### src/rtl/regfile_wb_arbiter_if.sv
// Writeback bus between the pipeline writeback sources and the register-file
// write-port arbiter.
//   master : writeback side; drives stall and the request vectors, sees grants
//            and the registered register-file write signals.
//   slave  : arbiter side; the mirror image of master.
// Signals:
//   wb_stall        1     freeze the write port for this cycle
//   req_valid       N     per-requester write request
//   req_addr        N*5   requester i address in [5*i+4:5*i]
//   req_data        N*32  requester i data in [32*i+31:32*i]
//   req_grant       N     one-hot combinational grant
//   RegWrite        1     registered write enable
//   Write_register  5     registered write address
//   Write_data      32    registered write data
//   init_done       1     init sequence finished
//   contention_cnt  16    cycles with more than one valid request
interface regfile_wb_arbiter_if #(
  parameter int unsigned N = 3
);
  logic            wb_stall;
  logic [N-1:0]    req_valid;
  logic [N*5-1:0]  req_addr;
  logic [N*32-1:0] req_data;
  logic [N-1:0]    req_grant;
  logic            RegWrite;
  logic [4:0]      Write_register;
  logic [31:0]     Write_data;
  logic            init_done;
  logic [15:0]     contention_cnt;

  modport master (
    output wb_stall, req_valid, req_addr, req_data,
    input  req_grant, RegWrite, Write_register, Write_data, init_done, contention_cnt
  );

  modport slave (
    input  wb_stall, req_valid, req_addr, req_data,
    output req_grant, RegWrite, Write_register, Write_data, init_done, contention_cnt
  );
endinterface

### src/rtl/regfile_wb_arbiter.sv
// Owner of the single register-file write port. After reset it writes GP_INIT
// to r28 and SP_INIT to r29, then shares the port between N writeback
// requesters with round-robin arbitration. Grants are combinational; the
// resulting write is registered and appears one cycle later.
// Ports:
//   clk    rising-edge clock
//   reset  synchronous active-high reset
//   bus    regfile_wb_arbiter_if.slave (requests in, grants and write port out)
// Build option:
//   RFARB_CONTENTION_EN  when defined, contention_cnt counts RUN cycles with two
//                        or more valid requests (saturating); otherwise it is 0.
module regfile_wb_arbiter #(
  parameter int unsigned N       = 3,
  parameter logic [31:0] GP_INIT = 32'h00001800,
  parameter logic [31:0] SP_INIT = 32'h00002ffe
) (
  input logic                  clk,
  input logic                  reset,
  regfile_wb_arbiter_if.slave  bus
);

  localparam int unsigned PtrW = (N > 1) ? $clog2(N) : 1;

  typedef enum logic [1:0] {
    StInitGp,
    StInitSp,
    StRun
  } state_e;

  state_e          state_q, state_d;
  logic [PtrW-1:0] rr_ptr_q, rr_ptr_d;
  logic            regwrite_q, regwrite_d;
  logic [4:0]      wreg_q, wreg_d;
  logic [31:0]     wdata_q, wdata_d;

  logic [4:0]      addr_arr [N];
  logic [31:0]     data_arr [N];
  logic            found;
  logic [PtrW-1:0] win;
  logic [PtrW-1:0] cand;
  logic [N-1:0]    grant;

  always_comb begin
    for (int i = 0; i < int'(N); i++) begin
      addr_arr[i] = bus.req_addr[5*i +: 5];
      data_arr[i] = bus.req_data[32*i +: 32];
    end
  end

  // Round-robin search: first valid requester at or after rr_ptr, wrapping.
  always_comb begin
    found = 1'b0;
    win   = '0;
    cand  = '0;
    for (int k = 0; k < int'(N); k++) begin
      cand = PtrW'((int'(rr_ptr_q) + k) % int'(N));
      if (!found && bus.req_valid[cand]) begin
        found = 1'b1;
        win   = cand;
      end
    end
  end

  always_comb begin
    state_d    = state_q;
    rr_ptr_d   = rr_ptr_q;
    regwrite_d = 1'b0;
    wreg_d     = wreg_q;
    wdata_d    = wdata_q;
    grant      = '0;

    unique case (state_q)
      StInitGp: begin
        if (!bus.wb_stall) begin
          regwrite_d = 1'b1;
          wreg_d     = 5'd28;
          wdata_d    = GP_INIT;
          state_d    = StInitSp;
        end
      end
      StInitSp: begin
        if (!bus.wb_stall) begin
          regwrite_d = 1'b1;
          wreg_d     = 5'd29;
          wdata_d    = SP_INIT;
          state_d    = StRun;
        end
      end
      StRun: begin
        if (!bus.wb_stall && found) begin
          grant[win] = 1'b1;
          // A write to r0 is consumed but never reaches the register file.
          regwrite_d = (addr_arr[win] != 5'd0);
          wreg_d     = addr_arr[win];
          wdata_d    = data_arr[win];
          rr_ptr_d   = (win == PtrW'(N - 1)) ? '0 : win + 1'b1;
        end
      end
      default: begin
        state_d = StInitGp;
      end
    endcase
  end

  always_ff @(posedge clk) begin
    if (reset) begin
      state_q    <= StInitGp;
      rr_ptr_q   <= '0;
      regwrite_q <= 1'b0;
      wreg_q     <= '0;
      wdata_q    <= '0;
    end else begin
      state_q    <= state_d;
      rr_ptr_q   <= rr_ptr_d;
      regwrite_q <= regwrite_d;
      wreg_q     <= wreg_d;
      wdata_q    <= wdata_d;
    end
  end

  assign bus.req_grant      = grant;
  assign bus.RegWrite       = regwrite_q;
  assign bus.Write_register = wreg_q;
  assign bus.Write_data     = wdata_q;
  assign bus.init_done      = (state_q == StRun);

`ifdef RFARB_CONTENTION_EN
  logic [15:0] cnt_q, cnt_d;

  // Counts contention even while stalled; stall only blocks the grant.
  always_comb begin
    cnt_d = cnt_q;
    if (state_q == StRun && $countones(bus.req_valid) > 1 && cnt_q != 16'hFFFF) begin
      cnt_d = cnt_q + 16'd1;
    end
  end

  always_ff @(posedge clk) begin
    if (reset) begin
      cnt_q <= '0;
    end else begin
      cnt_q <= cnt_d;
    end
  end

  assign bus.contention_cnt = cnt_q;
`else
  assign bus.contention_cnt = 16'h0000;
`endif

endmodule

### src/flat_wrapper.sv
// flat-port wrapper written by rule: the top's interface ports become plain ports
module regfile_wb_arbiter_flat 
#(
  parameter int unsigned N       = 3,
  parameter logic [31:0] GP_INIT = 32'h00001800,
  parameter logic [31:0] SP_INIT = 32'h00002ffe
)
  (clk, reset, bus_wb_stall, bus_req_valid, bus_req_addr, bus_req_data, bus_req_grant, bus_RegWrite, bus_Write_register, bus_Write_data, bus_init_done, bus_contention_cnt);
  regfile_wb_arbiter_if #(.N(N)) bus_i ();
  input logic clk;
  input logic reset;
  input wire logic [$bits(bus_i.wb_stall)-1:0] bus_wb_stall;
  input wire logic [$bits(bus_i.req_valid)-1:0] bus_req_valid;
  input wire logic [$bits(bus_i.req_addr)-1:0] bus_req_addr;
  input wire logic [$bits(bus_i.req_data)-1:0] bus_req_data;
  output wire logic [$bits(bus_i.req_grant)-1:0] bus_req_grant;
  output wire logic [$bits(bus_i.RegWrite)-1:0] bus_RegWrite;
  output wire logic [$bits(bus_i.Write_register)-1:0] bus_Write_register;
  output wire logic [$bits(bus_i.Write_data)-1:0] bus_Write_data;
  output wire logic [$bits(bus_i.init_done)-1:0] bus_init_done;
  output wire logic [$bits(bus_i.contention_cnt)-1:0] bus_contention_cnt;
  assign bus_i.wb_stall = bus_wb_stall;
  assign bus_i.req_valid = bus_req_valid;
  assign bus_i.req_addr = bus_req_addr;
  assign bus_i.req_data = bus_req_data;
  assign bus_req_grant = bus_i.req_grant;
  assign bus_RegWrite = bus_i.RegWrite;
  assign bus_Write_register = bus_i.Write_register;
  assign bus_Write_data = bus_i.Write_data;
  assign bus_init_done = bus_i.init_done;
  assign bus_contention_cnt = bus_i.contention_cnt;
  regfile_wb_arbiter #(.N(N), .GP_INIT(GP_INIT), .SP_INIT(SP_INIT)) u_core (.clk(clk), .reset(reset), .bus(bus_i));
endmodule
### config.mk
export PLATFORM = sky130hd
export DESIGN_NAME = regfile_wb_arbiter_flat
export DESIGN_NICKNAME = d
export VERILOG_FILES = /design/src/rtl/regfile_wb_arbiter_if.sv /design/src/rtl/regfile_wb_arbiter.sv /design/src/flat_wrapper.sv
export SDC_FILE = /design/constraint.sdc
export NUM_CORES = 1
export LEC_CHECK = 0
export CAP_MARGIN = 20
export CORE_MARGIN = 1
export CORE_UTILIZATION = 38
export DETAILED_ROUTE_END_ITERATION = 16
export GPL_TIMING_DRIVEN = 0
export PLACE_DENSITY = 0.88
export SLEW_MARGIN = 30
export SYNTH_ARGS = -nofsm -noshare
export SYNTH_HDL_FRONTEND = slang
export SYNTH_SLANG_ARGS = --single-unit
export TNS_END_PERCENT = 10
### constraint.sdc
create_clock -name clk -period 2.95 [get_ports clk]
set_input_delay 0.7375 -clock clk [delete_from_list [all_inputs] [get_ports clk]]
set_output_delay 0.7375 -clock clk [all_outputs]
set_load 0.005 [all_outputs]
==> results of run 1 <==
[cell type report]
class	instances	area (sq um)
Buffer	36	245
Tap cell	99	124
Inverter	9	36.3
Fill cell	549	2170
Clock buffer	7	76.3
Clock inverter	1	30.0
Timing Repair Buffer	184	1790
Multi-Input combinational cell	252	1940
Sequential cell	42	848
[cell usage after synthesis (all sizes together), types with 4 or more instances]
cell    number  share of area (%)
dfxtp       42                 29
mux2i       36                 14
buf         33                7.9
o21ai       32                5.9
nor2        31                4.1
nand2       22                2.9
a22o        18                5.5
a21oi       17                3.0
a221o       11                3.9
inv          9                1.2
ha           8                3.5
clkbuf       7               0.92
o211ai       7                1.8
a211oi       5                1.8
and3b        4                1.2
mux2         4                1.6
nand2b       4               0.88
[cell families (layout without fill, tap and decap cells)]
| group | after synthesis | count (layout) |
|---|---|---|
| muxes | 40 | 40 |
| other | 1 | 16 |
| AOI/OAI and AO/OA | 107 | 107 |
| and+or+nand+nor | 81 | 81 |
| adders and majority gates | 8 | 8 |
| buffers and inverters | 49 | 237 |
| DFF | 42 | 42 |
[path summary, 6_finish.rpt]
| kind | start | to | slack, ns |
|---|---|---|---|
| setup / recovery | u_core.rr_ptr_q[0] | bus_req_grant[1] | 0.04 |
| hold / removal | u_core.bus.Write_data[1] | u_core.bus.Write_data[1] | 0.49 |
| hold reg to reg | u_core.bus.Write_data[1] | u_core.bus.Write_data[1] | 0.49 |
| setup reg to reg | u_core.rr_ptr_q[1] | u_core.bus.Write_data[10] | 0.16 |
[repair_timing]
action	in CTS	in global routing
gates cloned	0	0
hold endpoints to repair	0	0
resized for setup	52	27
pin swaps	10	11
buffers inserted	16	11
endpoints found under the setup margin	14	11
[power by group through the flow]
| stage | registers [uW] | clock network, uW | logic [uW] |
|---|---|---|---|
| 2_1_floorplan | 615 | 0 | 247 |
| 3_3_place_gp | 613 | 0 | 493 |
| 3_5_place_dp | 615 | 0 | 505 |
| 4_1_cts | 601 | 453 | 547 |
| 5_1_grt | 604 | 471 | 608 |
| 6_report | 601 | 445 | 566 |
[state kept, by name (all words and copies together), names as in the netlist]
register,cells
u_core.bus.Write_register,5
u_core.bus.RegWrite,1
u_core.state_q,2
u_core.rr_ptr_q,2
u_core.bus.Write_data,32
[worst max-delay path: cells and delay by family, from the launching register on]
family	cells	cell delay, ns
buffers and inverters	4	0.60
AO/OA/AOI/OAI	2	0.44
flip-flops	1	0.37
adder cells (fa/ha/maj)	1	0.28
AND/OR/NAND/NOR	2	0.22
[per-stage QoR]
step | instance area, sq um | instances
floorplan | 2910 | 343
global placement | 4600 | 599
detailed placement | 4600 | 599
CTS | 4970 | 622
global route | 5090 | 630
finish | 5090 | 630
[routing by layer]
| metal | share of wire [%] | wire length (microns) | GRT usage, % | vias up |
|---|---|---|---|---|
| met1 | 38 | 3940 | 28.4 | 1534 |
| met4 | 2.3 | 245 | 8.94 | 0 |
| met2 | 52 | 5390 | 46.7 | 183 |
| met3 | 8.4 | 881 | 6.90 | 24 |
| met5 | 0 | 0 | 0 | - |
| li1 | - | - | - | 1575 |
==> results by group, run 1 <==
Logic synthesis
  – Main synth FF type: dfxtp_1
  – Yosys cell types: 56
  – Synth async-reset ratio: 0%
  – Post-synthesis adder-cell area fraction: between 3 and 4%
  – Multiplexer area fraction after synthesis: 15.1%
  – Mapped Cells: 328
  – Synth Area in XOR/XNOR: 0%
  – Flops & latches, synth: 42
  – Number of synthesized flops with an enable pin: 0
  – Largest family of logic cells by synthesized area: compound AO/OA/AOI/OAI gates
  – Simple-gate portion of the synthesized area: about 14%
  – Complex-gate fraction of the synthesized area: 27.6%
  – Sequential fraction of the synthesis area: roughly 30%
  – Mapped cell area: 2850 sq um
  – Syn Area/Cell: 8.69 sq um
  – YS warnings: 0

Pwr
  – Comb power frac: 35.1%
  – Pleak: 0.00200 uW
  – Peak VDD IR: 0.000244 V
  – PD cells: 317 nW/um^2
  – Sequential power share: 37.3%
  – Clk network pwr share: 27.6%
  – Switching share of power: 27.6%
  – Sw Pwr: 444 uW
  – Cell-internal power: between 1000 and 1500 uW
  – Design Power: 1610 uW

Route
  – 1st-iter DRT viols: between 150 and 200
  – First-pass detailed-route iteration total: 8
  – Total number of vias: 3316
  – Remaining DRCs: 0
  – Drt wl/cell: 16.6 microns
  – Drt via density: 5.26
  – Post-Route WL: between 10000 and 15000 microns
  – Routed Antenna Nets: 0

Hold path
  – Hold Path Class: flop to flop
  – Min-Delay Path Depth: 1

Critical path
  – Startpoint Class: flop
  – Data arrival, critical path: 2.17 ns
  – Slowest CP cell: dfxtp_4
  – Crit-path cells: inv_1 > ha_1 > nand3b_1 > o21ai_2 > buf_4 > o311ai_4 > buf_6 > nor3_4 > buf_2
  – Setup CP Type: flop to output pin
  – CP max FO: 4
  – Crit-path max cell delay: about 0.37 ns
  – WP data required: 2.21 ns
  – Reg2reg path depth: 11
  – Worst setup EP type: output pin

Placed design
  – Post-DP HPWL: 7700 microns
  – Port buffer count: 157
  – Pre-CTS setup slack: -1.10 ns
  – Global placement routability congestion: 0.827

Timing
  – Max frequency: 344 MHz
  – Final worst-path setup slack: approximately 0.04 ns
  – Tmin final: 2.91 ns
  – Final worst-path cycle share: 98.6%
  – Worst rel slew slack: 58.2%
  – Max Clock Skew: 0.00974 ns
  – Setup TNS: 0 ns
  – Max-slew violations: 0
  – Setup violations, final: 0
  – Hold WS: 0.486 ns
  – Final Hold Viols: 0
  – Slew @ Worst Pin: 0.624 ns

Finish
  – Core Util, Final: 70.1%
  – Final nets: roughly 660
  – ANT cells: 0
  – Share of cells above drive strength 1: roughly 19%
  – Most frequent cells in the layout: clkdlybuf4s50_1 (151), dfxtp_1 (40), buf_4 (38), mux2i_1 (34), nor2_1 (29)
  – Commonest non-fill, non-tap cell in the layout: clkdlybuf4s50_1
  – Area grow syn2layout: 78.4%

Clocking
  – Hold Buf Count CTS: 0
  – Clock root buffer: clkbuf_8
  – CTS clk-pin slew, worst paths: 0.08 ns
  – H-tree levels: 2
  – CTS tree: yes
  – Latest clock arrival within the worst-skew pair: 0.29 ns
  – CTS Sinks: 42
  – Clock Path Buffers: 2
  – TritonCTS Buffers: 5

Global routing
  – Gr usage total: 25.5%
  – Initial antenna violation count: 0
  – Largest net degree at the start of global routing: 13
  – Global-route wire length before repair: 15500 microns
  – Vias in the first global route: 3275
  – Remaining Overflow, GRT: 0

Floorplan
  – Std-Cell Rows: 31
  – Starting density of the core: 39.3%
  – Die ar.: 7850 sq um
  – Die W: 88.6 microns
  – Chip height: 88.6 microns
  – # IOs: 175
  – Core area: 7250 sq um

Run
  – Max-cap violation count: 0

Run status
  – Outcome: finished clean
No activity file was read; power rests on OpenSTA's default activity.
==> run 2: changes to the inputs <==
CORE_UTILIZATION = 39   (was 38)
CTS_BUF_LIST = sky130_fd_sc_hd__clkbuf_8   (was default)
PLACE_DENSITY = 0.9   (was 0.88)
==> run 2 against run 1 <==
Against the previous run: the flow now finishes with violations (negative setup slack); highest routed layer unchanged; non-clock buffer count decreased by 2; die area decreased by 2.5%; global-route usage increased by 0.47 points; hold slack got worse by 0.0025 ns; largest cell class unchanged; wire length decreased by 1.3%; power decreased by 3.1%; core utilization increased by 2.3 points.
==> results by group, run 2 (synthesized netlist as in run 1, its figures left out) <==
Run status
  – Outcome: complete, but fails checks
  – Failing checks: negative setup slack

Timing
  – Final worst-path setup slack: -0.0421 ns
  – Setup violations, final: 1
  – Setup TNS: -0.0421 ns
  – Max frequency: 334 MHz
  – Max-slew violations: 0
  – Max Clock Skew: about 0.0063 ns
  – Final Hold Viols: 0
  – RSZ-0062 raised after global routing: yes
  – Final worst-path cycle share: 101%
  – Tmin final: 2.99 ns

Pwr
  – Comb power frac: 36.1%
  – Cell-internal power: 1100 uW
  – Design Power: 1560 uW
  – PD cells: 311 nW/um^2
  – Sw Pwr: roughly 460 uW
  – Pleak: about 0.0020 uW
  – Clk network pwr share: 25.4%
  – Sequential power share: 38.5%
  – Peak VDD IR: about 0.00018 V
  – Switching share of power: 29.4%

Route
  – Remaining DRCs: 0
  – 1st-iter DRT viols: 243
  – Routed Antenna Nets: 0
  – Drt wl/cell: 16.5 microns
  – First-pass detailed-route iteration total: 5
  – Drt via density: 5.33
  – Post-Route WL: 10300 microns
  – Total number of vias: 3330

Hold path
  – Hold Path Class: flop to flop
  – Hold EP: u_core.bus.Write_data[17]
  – Min-Delay Path Depth: 1
  – Hold path startpoint: u_core.bus.Write_data[17]

Global routing
  – Remaining Overflow, GRT: 0
  – Largest net degree at the start of global routing: 14
  – Vias in the first global route: 3169
  – Gr usage total: about a quarter
  – Initial antenna violation count: 0
  – Global-route wire length before repair: 15300 microns

Clocking
  – CTS clk-pin slew, worst paths: 0.08 ns
  – H-tree levels: 2
  – Hold Buf Count CTS: 0
  – TritonCTS Buffers: 5
  – Clock root buffer: clkbuf_8
  – CTS tree: yes
  – Latest clock arrival within the worst-skew pair: around 0.3 ns
  – Clock Path Buffers: 2
  – CTS Sinks: between 40 and 50

Floorplan
  – Chip height: 87.5 microns
  – Starting density of the core: 41.1%
  – Die ar.: 7660 sq um
  – Core area: between 6000 and 7000 sq um
  – Std-Cell Rows: 30
  – # IOs: between 150 and 200
  – Die W: 87.5 microns

Finish
  – Most frequent cells in the layout: clkdlybuf4s50_1 (151), dfxtp_1 (40), buf_4 (39), mux2i_1 (34), nor2_1 (30)
  – ANT cells: 0
  – Largest register FFs: 32
  – Area grow syn2layout: 76.3%
  – Commonest non-fill, non-tap cell in the layout: clkdlybuf4s50_1
  – Final nets: 653
  – Share of cells above drive strength 1: a little under a fifth

Critical path
  – Worst setup EP type: output pin
  – Reg2reg path depth: 11
  – Most frequent CP cell: buf_6
  – Reg-to-reg critical path endpoint: u_core.bus.Write_data[31]
  – Crit-path cells: inv_4 > ha_4 > mux2i_4 > buf_6 > buf_6 > o211ai_1 > mux2_4 > o22ai_4 > nor3_2 > buf_2
  – CP max FO: 4
  – WP data required: 2.21 ns
  – Startpoint Class: flop
  – Worst r2r src: u_core.rr_ptr_q[1]
  – Crit-path max cell delay: 0.38 ns
  – Setup CP Type: flop to output pin
  – Slowest CP cell: dfxtp_4
  – Data arrival, critical path: 2.25 ns
  – R2R setup slack: 0.28 ns

Run
  – Max-cap violation count: 0

Placed design
  – Global placement routability congestion: 0.892
  – Port buffer count: 157
  – Post-DP HPWL: 7430 microns
  – Pre-CTS setup slack: -1.05 ns
-- run 2: cell types whose count changed in the layout (fill, tap and decap cells not counted), sizes merged --
cell,before,now
buf,60,57
clkinv,0,1
bufinv,1,0
clkdlybuf4s15,1,3
clkbuf,14,13
clkinvlp,0,1
dlygate4sd2,1,0
-- run 2: worst max-delay path by stage --
| stage | from | end |
|---|---|---|
| 2_1_floorplan | u_core.rr_ptr_q[0] | bus_req_grant[0] |
| 3_3_place_gp | bus_req_valid[1] | bus_req_grant[1] |
| 3_5_place_dp | bus_req_valid[1] | bus_req_grant[0] |
| 4_1_cts | u_core.rr_ptr_q[0] | bus_req_grant[2] |
| 5_1_grt | u_core.rr_ptr_q[1] | bus_req_grant[1] |
| 6_report | u_core.rr_ptr_q[1] | bus_req_grant[1] |
-- run 2: per-stage QoR --
stage	cells	area (sq um)	utilization, %	hold slack, ns
global placement	596	4600	66.2	0.450
finish	625	5030	72.4	0.484
detailed placement	596	4600	66.2	0.466
floorplan	343	2910	-	0.449
global route	625	5030	72.4	0.498
CTS	624	5000	72.0	0.488
-- run 2: power by group through the flow --
stage / combinational, uW / clock [uW] / sequential (uW)
2_1_floorplan: 247 / 0 / 615
3_3_place_gp: 492 / 0 / 613
3_5_place_dp: 503 / 0 / 615
4_1_cts: 548 / 393 / 601
5_1_grt: 602 / 426 / 604
6_report: 564 / 397 / 601
-- run 2: what timing repair did --
item | 4_1_cts | 5_1_grt
endpoints found under the setup margin | 15 | 13
pin swaps | 10 | 3
buffers inserted | 21 | 2
resized for setup | 57 | 9
-- run 2: final cells by class --
class	count	area (sq um)
inverters	9	36.3
well taps	96	120
multi-input cells	252	1920
flip-flops and latches	42	848
fillers	525	1920
plain buffers	38	268
repair buffers	180	1740
clock inverters	2	12.5
clock buffers	6	82.6
-- run 2: worst max-delay path, delay by kind of cell (launching register included) --
kind	cells	cell delay, ns
simple gates	1	0.07
mux	2	0.59
flops	1	0.38
compound gates	2	0.28
fa+ha+maj	1	0.19
buf+inv	4	0.45
-- run 2: per-layer routing --
metal / part of all wire [%] / vias to the layer above / GRT usage, % / wire (microns)
met5: 0 / - / 0 / 0
met4: 2.0 / 0 / 5.96 / 210
met3: 10 / 22 / 8.15 / 1040
met2: 50 / 201 / 46.7 / 5200
met1: 37 / 1535 / 30.1 / 3870
li1: - / 1572 / - / -
==> run 3: changes to the inputs <==
CTS_BUF_LIST = sky130_fd_sc_hd__clkbuf_4 sky130_fd_sc_hd__clkbuf_8   (was sky130_fd_sc_hd__clkbuf_8)
PLACE_DENSITY = 0.95   (was 0.9)
==> run 3 against run 2 <==
Against the previous run: the run still ends with negative setup slack left; critical path depth did not move; cell area rose by 2.8%; cell count rose by 2.1%; die area did not move; fmax rose by 0.89%; non-clock buffer count rose by 13; setup slack improved by 0.026 ns; flip-flop and latch count did not move; critical path type unchanged.
==> results by group, run 3 (synthesized netlist as in run 1, its figures left out) <==
Clocking
  – CTS Sinks: 42
  – Clock root buffer: clkbuf_8
  – Latest clock arrival within the worst-skew pair: 0.29 ns
  – Clock Path Buffers: 2
  – CTS tree: yes
  – CTS clk-pin slew, worst paths: 0.08 ns
  – H-tree levels: 2
  – TritonCTS Buffers: 5

Route
  – Routed Antenna Nets: 0
  – Remaining DRCs: 0
  – First-pass detailed-route iteration total: 5
  – 1st-iter DRT viols: 315
  – Total number of vias: 3434
  – Drt wl/cell: 17.3 microns
  – Post-Route WL: between 10000 and 15000 microns
  – Drt via density: 5.38

Finish
  – FF/Latch Area: 848 sq um
  – Largest register FFs: 32
  – Area grow syn2layout: 81.3%
  – Most frequent cells in the layout: clkdlybuf4s50_1 (151), buf_4 (47), dfxtp_1 (40), mux2i_1 (34), nor2_1 (30)
  – Fillcell total: a little under 500
  – Share of cells above drive strength 1: 20.8%
  – Multi-input logic area: 1930 sq um
  – Final nets: 666
  – Commonest non-fill, non-tap cell in the layout: clkdlybuf4s50_1
  – Core Util, Final: 74.4%
  – ANT cells: 0

Critical path
  – Startpoint Class: flop
  – Setup CP Type: flop to output pin
  – Worst setup EP type: output pin
  – Data arrival, critical path: around 2.2 ns
  – CP max FO: 4
  – WP data required: 2.21 ns
  – R2R setup slack: 0.09 ns

Floorplan
  – Std-Cell Rows: 30
  – Die W: 87.5 microns
  – Core area: 6940 sq um
  – # IOs: 175
  – Die ar.: 7660 sq um
  – Chip height: 87.5 microns
  – Starting density of the core: between 40% and 50%

Placed design
  – Port buffer count: 157
  – Pre-CTS setup slack: -1.07 ns
  – Global placement routability congestion: just over 0.9
  – Post-DP HPWL: 7730 microns

Hold path
  – Hold Path Class: flop to flop

Run
  – Max-cap violation count: 0

Timing
  – RSZ-0062 raised after global routing: yes
  – Max Clock Skew: approximately 0.0059 ns
  – Worst rel slew slack: around three fifths
  – Slew @ Worst Pin: 0.627 ns
  – Final Hold Viols: 0
  – Max frequency: 337 MHz
  – Max-slew violations: 0
  – Final worst-path cycle share: 101%
  – Tmin final: 2.97 ns
  – Final worst-path setup slack: -0.0158 ns
  – Setup violations, final: 3

Pwr
  – Design Power: 1600 uW
  – Peak VDD IR: about 0.00023 V
  – Pleak: 0.00205 uW
  – PD cells: 309 nW/um^2

Run status
  – Failing checks: negative setup slack
  – Outcome: complete, but fails checks

Global routing
  – Gr usage total: 27.4%
  – Largest net degree at the start of global routing: 20
  – Remaining Overflow, GRT: 0
  – Initial antenna violation count: 0
  – Global-route wire length before repair: 16100 microns
  – Vias in the first global route: 3339
==> run 3: through the flow <==
| step | hold WS, ns | setup TNS (ns) | std cells | instance area [sq um] |
|---|---|---|---|---|
| after CTS | 0.475 | 0 | 624 | 5000 |
| after detailed placement | 0.455 | -12.92 | 596 | 4600 |
| after global placement | 0.441 | -10.77 | 596 | 4600 |
| final | 0.476 | -0.0270 | 638 | 5170 |
| after global routing | 0.502 | -0.182 | 638 | 5170 |
| after floorplan | 0.449 | 0 | 343 | 2910 |
==> run 3: repair_timing <==
item	in CTS	in global routing
gates resized for setup	56	18
setup endpoints to repair	16	3
gates cloned	0	1
hold buffers	0	0
hold endpoints to repair	0	0
buffers inserted	23	15
pin swaps	10	12
==> run 3: routing by layer <==
layer / part of all wire (%) / vias up / track usage [%]
li1: - / 1604 / -
met1: 37 / 1585 / 30.0
met2: 51 / 212 / 48.7
met3: 10 / 33 / 8.63
met4: 2.5 / 0 / 11.9
met5: 0 / - / 0
==> run 3: cell type report <==
class,count,area share [%]
Multi-Input combinational cell,252,37.3
Clock buffer,7,1.74
Inverter,9,0.702
Timing Repair Buffer,195,36.3
Sequential cell,42,16.4
Clock inverter,1,0.0968
Tap cell,96,2.32
Buffer,36,5.13
==> run 3: critical path, cell delays in order, from the launching register on <==
cell,delay [ns]
dfxtp_4,0.37
inv_4,0.07
ha_4,0.13
buf_6,0.12
buf_6,0.11
mux2i_4,0.31
o21bai_4,0.13
o311ai_4,0.37
buf_4,0.19
nor2_4,0.03
buf_2,0.12
==> run 3: worst paths after layout <==
check                                                   from                            to  cells past startpoint
worst max-delay path                      u_core.rr_ptr_q[1]              bus_req_grant[2]                     10
worst min-delay path            u_core.bus.Write_register[0]  u_core.bus.Write_register[0]                      2
worst max register to register            u_core.rr_ptr_q[1]      u_core.bus.Write_data[7]                     13
worst min register to register  u_core.bus.Write_register[0]  u_core.bus.Write_register[0]                      2
==> run 3: where the power goes <==
part           total [uW]  internal (uW)  switching, uW
Sequential            601            587           14.0
Clock                 404            199            206
Combinational         591            339            252
Total                1600           1120            472
